## config.mk

```make
export PLATFORM = sky130hd
export DESIGN_NAME = button_sequence_recorder_flat
export DESIGN_NICKNAME = d
export VERILOG_FILES = /design/src/rtl/game_pkg.sv /design/src/rtl/button_sequence_recorder_if.sv /design/src/rtl/button_sequence_recorder_btn_sync.sv /design/src/rtl/button_sequence_recorder.sv /design/src/flat_wrapper.sv
export SDC_FILE = /design/constraint.sdc
export NUM_CORES = 1
export LEC_CHECK = 0
export BUFFER_PORTS_ARGS = -buffer_cell sky130_fd_sc_hd__buf_2
export CORE_UTILIZATION = 51
export DETAILED_ROUTE_END_ITERATION = 8
export PLACE_DENSITY = 0.83
export SYNTH_ARGS = -nofsm -noshare
export SYNTH_HDL_FRONTEND = slang
export SYNTH_SLANG_ARGS = --single-unit
```

## constraint.sdc

```tcl
create_clock -name clk -period 2.4 [get_ports clk]
set_input_delay 0.36 -clock clk [delete_from_list [all_inputs] [get_ports clk]]
set_output_delay 0.36 -clock clk [all_outputs]
set_load 0.01 [all_outputs]
```

## src/rtl/game_pkg.sv

```systemverilog
// Shared game definitions: slot geometry, recorder state encoding and the
// level-to-length decode used by the generator, player and recorder.
package game_pkg;

   localparam int NSLOT  = 16;
   localparam int SLOT_W = 3;

   typedef enum logic [2:0] {
      S_IDLE,
      S_ARM,
      S_WAIT_PRESS,
      S_DEBOUNCE,
      S_WAIT_RELEASE,
      S_DONE
   } state_t;

   // One-hot level to pattern length; anything that is not one-hot gives 0.
   function automatic logic [4:0] lvl_to_len(input logic [2:0] level);
      case (level)
         3'b001:  lvl_to_len = 5'd8;
         3'b010:  lvl_to_len = 5'd12;
         3'b100:  lvl_to_len = 5'd16;
         default: lvl_to_len = 5'd0;
      endcase
   endfunction

endpackage

```

## src/rtl/button_sequence_recorder_if.sv

```systemverilog
// Bundle of the recorder's control inputs and result outputs.
interface button_sequence_recorder_if;
   import game_pkg::*;

   logic                    start;
   logic [2:0]              level;
   logic [7:0]              botton;
   logic [NSLOT*SLOT_W-1:0] slot_data;
   logic [4:0]              count;
   logic [7:0]              echo_led;
   logic                    busy;
   logic                    done;
   logic                    timeout_flag;

   modport master (
      output start, level, botton,
      input  slot_data, count, echo_led, busy, done, timeout_flag
   );

   modport slave (
      input  start, level, botton,
      output slot_data, count, echo_led, busy, done, timeout_flag
   );

endinterface

```

## src/rtl/button_sequence_recorder_btn_sync.sv

```systemverilog
// Two-flop synchronizer for the raw buttons followed by a priority encoder
// in which the lowest-numbered pressed button wins.
module btn_sync (
   input  logic       clk,
   input  logic       rst,
   input  logic [7:0] botton,
   output logic       any_high,
   output logic [2:0] index
);

   logic [7:0] meta;
   logic [7:0] sync;

   // Bring the asynchronous buttons into the clock domain.
   always_ff @(posedge clk) begin
      if (rst) begin
         meta <= '0;
         sync <= '0;
      end else begin
         meta <= botton;
         sync <= meta;
      end
   end

   // Scan from the top so the lowest set bit is the one that sticks.
   always_comb begin
      any_high = |sync;
      index    = 3'd0;
      for (int i = 7; i >= 0; i--) begin
         if (sync[i]) index = 3'(i);
      end
   end

endmodule

```

## src/rtl/button_sequence_recorder.sv

```systemverilog
// Records a debounced sequence of button presses into a slot buffer whose
// length is chosen by the level, then holds done until the next round.
module button_sequence_recorder
   import game_pkg::*;
#(
   parameter int DEBOUNCE_CYC = 20,
   parameter int TIMEOUT_CYC  = 5000
) (
   input logic                       clk,
   input logic                       rst,
   button_sequence_recorder_if.slave bus
);

   localparam logic [15:0] DEB_LAST = 16'(DEBOUNCE_CYC - 1);
   localparam logic [15:0] TO_LAST  = 16'(TIMEOUT_CYC - 1);

   state_t            state, state_n;
   logic [15:0]       deb_cnt, deb_n;
   logic [15:0]       idle_cnt, idle_n;
   logic              any_high;
   logic [2:0]        index;
   logic [2:0]        cur_idx;
   logic [4:0]        target;
   logic [4:0]        count;
   logic [4:0]        start_len;
   logic [7:0]        echo_led;
   logic              timeout_flag;
   logic [SLOT_W-1:0] slots [NSLOT];
   logic              start_cap, latch_idx, write_slot, echo_clr, set_to;

   btn_sync u_sync (
      .clk      (clk),
      .rst      (rst),
      .botton   (bus.botton),
      .any_high (any_high),
      .index    (index)
   );

   assign start_len = lvl_to_len(bus.level);

   // State and the two cycle counters.
   always_ff @(posedge clk) begin
      if (rst) begin
         state    <= S_IDLE;
         deb_cnt  <= '0;
         idle_cnt <= '0;
      end else begin
         state    <= state_n;
         deb_cnt  <= deb_n;
         idle_cnt <= idle_n;
      end
   end

   // Next state, counter updates and datapath strobes.
   always_comb begin
      state_n    = state;
      deb_n      = deb_cnt;
      idle_n     = idle_cnt;
      start_cap  = 1'b0;
      latch_idx  = 1'b0;
      write_slot = 1'b0;
      echo_clr   = 1'b0;
      set_to     = 1'b0;
      case (state)
         S_IDLE, S_DONE: begin
            if (bus.start && start_len != 5'd0) begin
               state_n   = S_ARM;
               deb_n     = '0;
               idle_n    = '0;
               start_cap = 1'b1;
            end
         end
         S_ARM: begin
            if (any_high) begin
               deb_n = '0;
            end else if (deb_cnt == DEB_LAST) begin
               state_n = S_WAIT_PRESS;
               deb_n   = '0;
               idle_n  = '0;
            end else begin
               deb_n = deb_cnt + 16'd1;
            end
         end
         S_WAIT_PRESS: begin
            if (any_high) begin
               state_n   = S_DEBOUNCE;
               latch_idx = 1'b1;
               deb_n     = 16'd1;
            end else if (idle_cnt == TO_LAST) begin
               state_n = S_DONE;
               set_to  = 1'b1;
            end else begin
               idle_n = idle_cnt + 16'd1;
            end
         end
         S_DEBOUNCE: begin
            if (!any_high || index != cur_idx) begin
               state_n = S_WAIT_PRESS;
               deb_n   = '0;
            end else if (deb_cnt == DEB_LAST) begin
               state_n    = S_WAIT_RELEASE;
               deb_n      = '0;
               write_slot = (count != target);
            end else begin
               deb_n = deb_cnt + 16'd1;
            end
         end
         S_WAIT_RELEASE: begin
            if (any_high) begin
               deb_n = '0;
            end else if (deb_cnt == DEB_LAST) begin
               echo_clr = 1'b1;
               deb_n    = '0;
               if (count == target) begin
                  state_n = S_DONE;
               end else begin
                  state_n = S_WAIT_PRESS;
                  idle_n  = '0;
               end
            end else begin
               deb_n = deb_cnt + 16'd1;
            end
         end
         default: state_n = S_IDLE;
      endcase
   end

   // Slot buffer, count, echo LED and the timeout qualifier.
   always_ff @(posedge clk) begin
      if (rst) begin
         for (int k = 0; k < NSLOT; k++) slots[k] <= '0;
         target       <= '0;
         count        <= '0;
         cur_idx      <= '0;
         echo_led     <= '0;
         timeout_flag <= 1'b0;
      end else begin
         if (start_cap) begin
            for (int k = 0; k < NSLOT; k++) slots[k] <= '0;
            target       <= start_len;
            count        <= '0;
            echo_led     <= '0;
            timeout_flag <= 1'b0;
         end
         if (latch_idx) cur_idx <= index;
         if (write_slot) begin
            slots[count[3:0]] <= cur_idx;
            count             <= count + 5'd1;
            echo_led          <= 8'b1 << cur_idx;
         end
         if (echo_clr) echo_led <= '0;
         if (set_to) timeout_flag <= 1'b1;
      end
   end

   for (genvar k = 0; k < NSLOT; k++) begin : g_pack
      assign bus.slot_data[k*SLOT_W +: SLOT_W] = slots[k];
   end

   assign bus.count        = count;
   assign bus.echo_led     = echo_led;
   assign bus.timeout_flag = timeout_flag;
   assign bus.done         = (state == S_DONE);
   assign bus.busy         = (state != S_IDLE) && (state != S_DONE);

endmodule

```

## src/flat_wrapper.sv

```systemverilog
// flat-port wrapper written by rule: the top's interface ports become plain ports
module button_sequence_recorder_flat import game_pkg::*;
#(
   parameter int DEBOUNCE_CYC = 20,
   parameter int TIMEOUT_CYC  = 5000
)
  (clk, rst, bus_start, bus_level, bus_botton, bus_slot_data, bus_count, bus_echo_led, bus_busy, bus_done, bus_timeout_flag);
  button_sequence_recorder_if bus_i ();
  input logic clk;
  input logic rst;
  input wire logic [$bits(bus_i.start)-1:0] bus_start;
  input wire logic [$bits(bus_i.level)-1:0] bus_level;
  input wire logic [$bits(bus_i.botton)-1:0] bus_botton;
  output wire logic [$bits(bus_i.slot_data)-1:0] bus_slot_data;
  output wire logic [$bits(bus_i.count)-1:0] bus_count;
  output wire logic [$bits(bus_i.echo_led)-1:0] bus_echo_led;
  output wire logic [$bits(bus_i.busy)-1:0] bus_busy;
  output wire logic [$bits(bus_i.done)-1:0] bus_done;
  output wire logic [$bits(bus_i.timeout_flag)-1:0] bus_timeout_flag;
  assign bus_i.start = bus_start;
  assign bus_i.level = bus_level;
  assign bus_i.botton = bus_botton;
  assign bus_slot_data = bus_i.slot_data;
  assign bus_count = bus_i.count;
  assign bus_echo_led = bus_i.echo_led;
  assign bus_busy = bus_i.busy;
  assign bus_done = bus_i.done;
  assign bus_timeout_flag = bus_i.timeout_flag;
  button_sequence_recorder #(.DEBOUNCE_CYC(DEBOUNCE_CYC), .TIMEOUT_CYC(TIMEOUT_CYC)) u_core (.clk(clk), .rst(rst), .bus(bus_i));
endmodule
```

==> flow_summary.json <==
{
  "synthesis.instances": 553,
  "grt.overflow.total": 0,
  "wire_per_inst_um": 15.7,
  "power.density_cell_area_nw_per_um2": 701,
  "ant_nets": 0,
  "num_vias": 4657,
  "timing.hold.worst_path_depth": 2,
  "worst_slew_pin_slew_ps": 838,
  "clock_sinks": 119,
  "mean_syn_cell_area_um2": 9.54,
  "post_synthesis_adder_cell_area_fraction_pct": 1.42,
  "drv_slew": 0,
  "gp_congestion": 0.891,
  "dieHeight_um": 104,
  "fin_nets": 700,
  "clock_insertion_delay_worst_skew_ps": 520,
  "cts-buffers-inserted": 17,
  "power_frac_clock_pct": 45.4,
  "failing_checks": "setup timing",
  "synth_top_flop_cell": "dfxtp_1",
  "finalWorstSetupSlack_ps": -1.42,
  "worstPathCellList": "or4_4 -> nor3_4 -> a311oi_2 -> or2_1 -> or2_4 -> or4_4 -> a21oi_2",
  "timing.final.crit_share_pct": 100,
  "ys_async_sr_fraction_pct": 0,
  "synth.area.mux_share_pct": 0.569,
  "swShare_pct": 23.7,
  "post_synth_instance_area_um2": 5280,
  "power.internal_mw": 3.71,
  "synth-seq-area-share_pct": 54.3,
  "ratio_of_cells_with_drive_above_1_in_the_final_layout_pct": 31.1,
  "tritoncts": "yes",
  "clock_skew_ps": 9.30,
  "kind_of_critical_path": "reg2reg",
  "p_leak_nw": 2.64,
  "timing.final.setup_violations": 1,
  "drt-pass1-iter-count": 5,
  "ir_drop_mv": 0.379,
  "setup.worst_path.start_class": "register",
  "cp_max_fo": 6,
  "ys.warnings.count": 0,
  "max_cap_viol_count": 0,
  "logic_depth_of_the_worst_register_to_register_path": 7,
  "final_area_um2": 6930,
  "finalHoldViolCount": 0,
  "switchingPower_mw": 1.15,
  "fp.dieW_um": 104,
  "worst_path_largest_cell_delay_ps": 610,
  "timing.final.crit_period_ps": 2400,
  "buffer_ports.inserted": 77,
  "wl_met3_um": 894,
  "grt_max_degree": 32,
  "place_worst_setup_slack_ps": -326,
  "highest_metal_layer_used_by_the_detailed_router": "met4",
  "achievable-frequency_mhz": 416,
  "synth-compound-area-share_pct": 8.42,
  "place_area_um2": 6090,
  "cp_data_arrival_time_ps": 2860,
  "area_inside_the_core_boundary_um2": 9910,
  "drc": 0,
  "wl_mm": 12.9,
  "critPathCaptureType": "register",
  "synthToLayoutAreaGrowth_pct": 31.4,
  "post_synthesis_simple_gate_area_fraction_pct": 27.2,
  "worst_slew_margin_rel_pct": 44.0,
  "mappedNetlistNets": 573,
  "worst_hold_path_type": "in2reg",
  "status": "complete, but fails checks",
  "insertedDiodeCount": 0,
  "post_dp_hpwl_mm": 8.52,
  "largest_family_of_logic_cells_by_synthesized_area": "simple AND/OR/NAND/NOR gates",
  "met2_length_mm": 6.66,
  "vias_per_cell": 5.64,
  "critical_path.slowest_cell": "or4_4",
  "floorplan.io_pins": 78,
  "post_route_utilization_pct": 69.9,
  "htree_num_levels": 4,
  "synth-xor-area-share_pct": 5.31,
  "die_area_um2": 10800,
  "seqPwrFrac_pct": 45.6,
  "grt_setup_unrepaired": "yes",
  "synth.ff_latch_count": 119,
  "grt_pass1_vias": 4477,
  "critical_path_required_ps": 2850,
  "final_cells": 825,
  "cts.hold.buffers_added": 0,
  "p_comb_share_pct": 9.0,
  "cts_buffer_depth": 2,
  "placementRows": 36,
  "cp_common_cell": "or4_4",
  "grt_use_total_pct": 23.7,
  "m1WireLength_mm": 5.25,
  "post-place-cells": 784,
  "yosysUniqueCellTypes": 54,
  "path_clk_slew_ps": 60,
  "fill_cells": 722,
  "antenna_found_initial": 0,
  "number_of_enable_flip_flop_cells_after_synthesis": 48,
  "cts-root-buf": "clkbuf_8",
  "grt_first_pass_wirelength_mm": 20.4,
  "initial_core_utilization_pct": 53.2,
  "drt_first_iter_violations": 376
}
==> metrics by stage <==
| step | TNS (ps) | total power [mW] | hold slack, ps |
|---|---|---|---|
| finish | -1.42 | 4.86 | 48.5 |
| global route | -1880 | 5.02 | 51.2 |
| CTS | 0 | 4.83 | 23.8 |
| detailed placement | -11090 | 2.64 | 427 |
| global placement | -8470 | 2.62 | 430 |
| floorplan | 0 | 2.48 | 414 |
==> cell families (layout without fill, tap and decap cells) <==
group | after synthesis | in the layout
muxes | 3 | 3
DFF | 119 | 119
adders and majority gates | 6 | 6
AOI/OAI and AO/OA | 70 | 70
buffers and inverters | 37 | 176
xor gates and xnor gates | 32 | 32
and+or+nand+nor | 286 | 286
==> synthesized netlist by cell type (3+ instances only) <==
master      n  share of area, %
nor2_1    105               7.5
dfxtp_1    71                27
edfxtp_1   48                27
nand2_1    39               2.8
nand3_1    38               3.6
o21ai_0    29               2.8
xnor2_1    26               4.3
nor2b_1    24               2.8
clkbuf_1   22               1.6
nor3_1     20               1.9
a21oi_1    12               1.1
inv_1       9              0.64
nor4_1      8              0.95
nand2b_1    7              0.83
and3_1      6              0.71
ha_1        6               1.4
nor4b_1     6               1.0
or3_1       6              0.71
xor2_1      6               1.0
nand3b_1    5              0.71
o31ai_1     5              0.71
and4_1      4              0.66
buf_2       3              0.28
mux2i_1     3              0.57
nand4_1     3              0.36
o21bai_1    3              0.43
or4_1       3              0.43
==> registers in the layout, summed over array words and instances (netlist names), 5 cells and up <==
signal / count
u_core.slots: 48
u_core.deb_cnt: 16
u_core.idle_cnt: 16
u_core.bus.echo_led: 8
u_core.u_sync.meta: 8
u_core.u_sync.sync: 8
u_core.bus.count: 5
==> worst max-delay path: cells and delay by family (launching register included) <==
kind / cells / cell delay, ps
flops: 1 / 330
compound gates: 2 / 210
simple gates: 5 / 1800
==> power by group through the flow <==
stage | Sequential, mW | Clock, mW | Combinational [mW]
2_1_floorplan | 2.27 | 0 | 0.206
6_report | 2.21 | 2.21 | 0.435
4_1_cts | 2.21 | 2.22 | 0.395
3_3_place_gp | 2.25 | 0 | 0.373
5_1_grt | 2.22 | 2.33 | 0.470
3_5_place_dp | 2.25 | 0 | 0.385
==> layout by cell type, fill, tap and decap left out, types with 11 or more instances in the layout <==
| cell | Yosys | layout |
|---|---|---|
| nor2_1 | 105 | 100 |
| buf_2 | 3 | 77 |
| dfxtp_1 | 71 | 63 |
| buf_4 | 0 | 52 |
| edfxtp_1 | 48 | 48 |
| nand2_1 | 39 | 39 |
| nand3_1 | 38 | 38 |
| xnor2_1 | 26 | 26 |
| nor2b_1 | 24 | 24 |
| nor3_1 | 20 | 19 |
| clkbuf_16 | 0 | 16 |
| o21ai_0 | 29 | 13 |
| a21oi_1 | 12 | 11 |
==> metal layers <==
| metal | up-vias | global-route usage (%) |
|---|---|---|
| met4 | 0 | 11.5 |
| li1 | 2203 | - |
| met5 | - | 0 |
| met3 | 17 | 6.99 |
| met1 | 2232 | 27.4 |
| met2 | 205 | 40.3 |
==> area by class of cell <==
class,instances,area (um2),area share (%)
Inverter,10,37.5,0.542
Sequential cell,119,2880,41.5
Clock inverter,12,87.6,1.26
Multi-Input combinational cell,397,2490,35.9
Clock buffer,19,422,6.08
Tap cell,133,166,2.40
Timing Repair Buffer,135,852,12.3
==> timing repair <==
item                                    4_1_cts  5_1_grt
resized for setup                            13       51
endpoints found under the setup margin       58       90
setup buffers                                 5        5
pin swaps                                     4       12
==> worst paths after layout <==
kind	start	end	slack, ps
setup / recovery	u_core.u_sync.sync[7]	u_core.idle_cnt[8]	-1
hold / removal	bus_botton[3]	u_core.u_sync.meta[3]	50
setup reg to reg	u_core.u_sync.sync[7]	u_core.idle_cnt[8]	-1
hold reg to reg	u_core.u_sync.meta[6]	u_core.u_sync.sync[6]	440
Power figures use the tool's default switching activity.
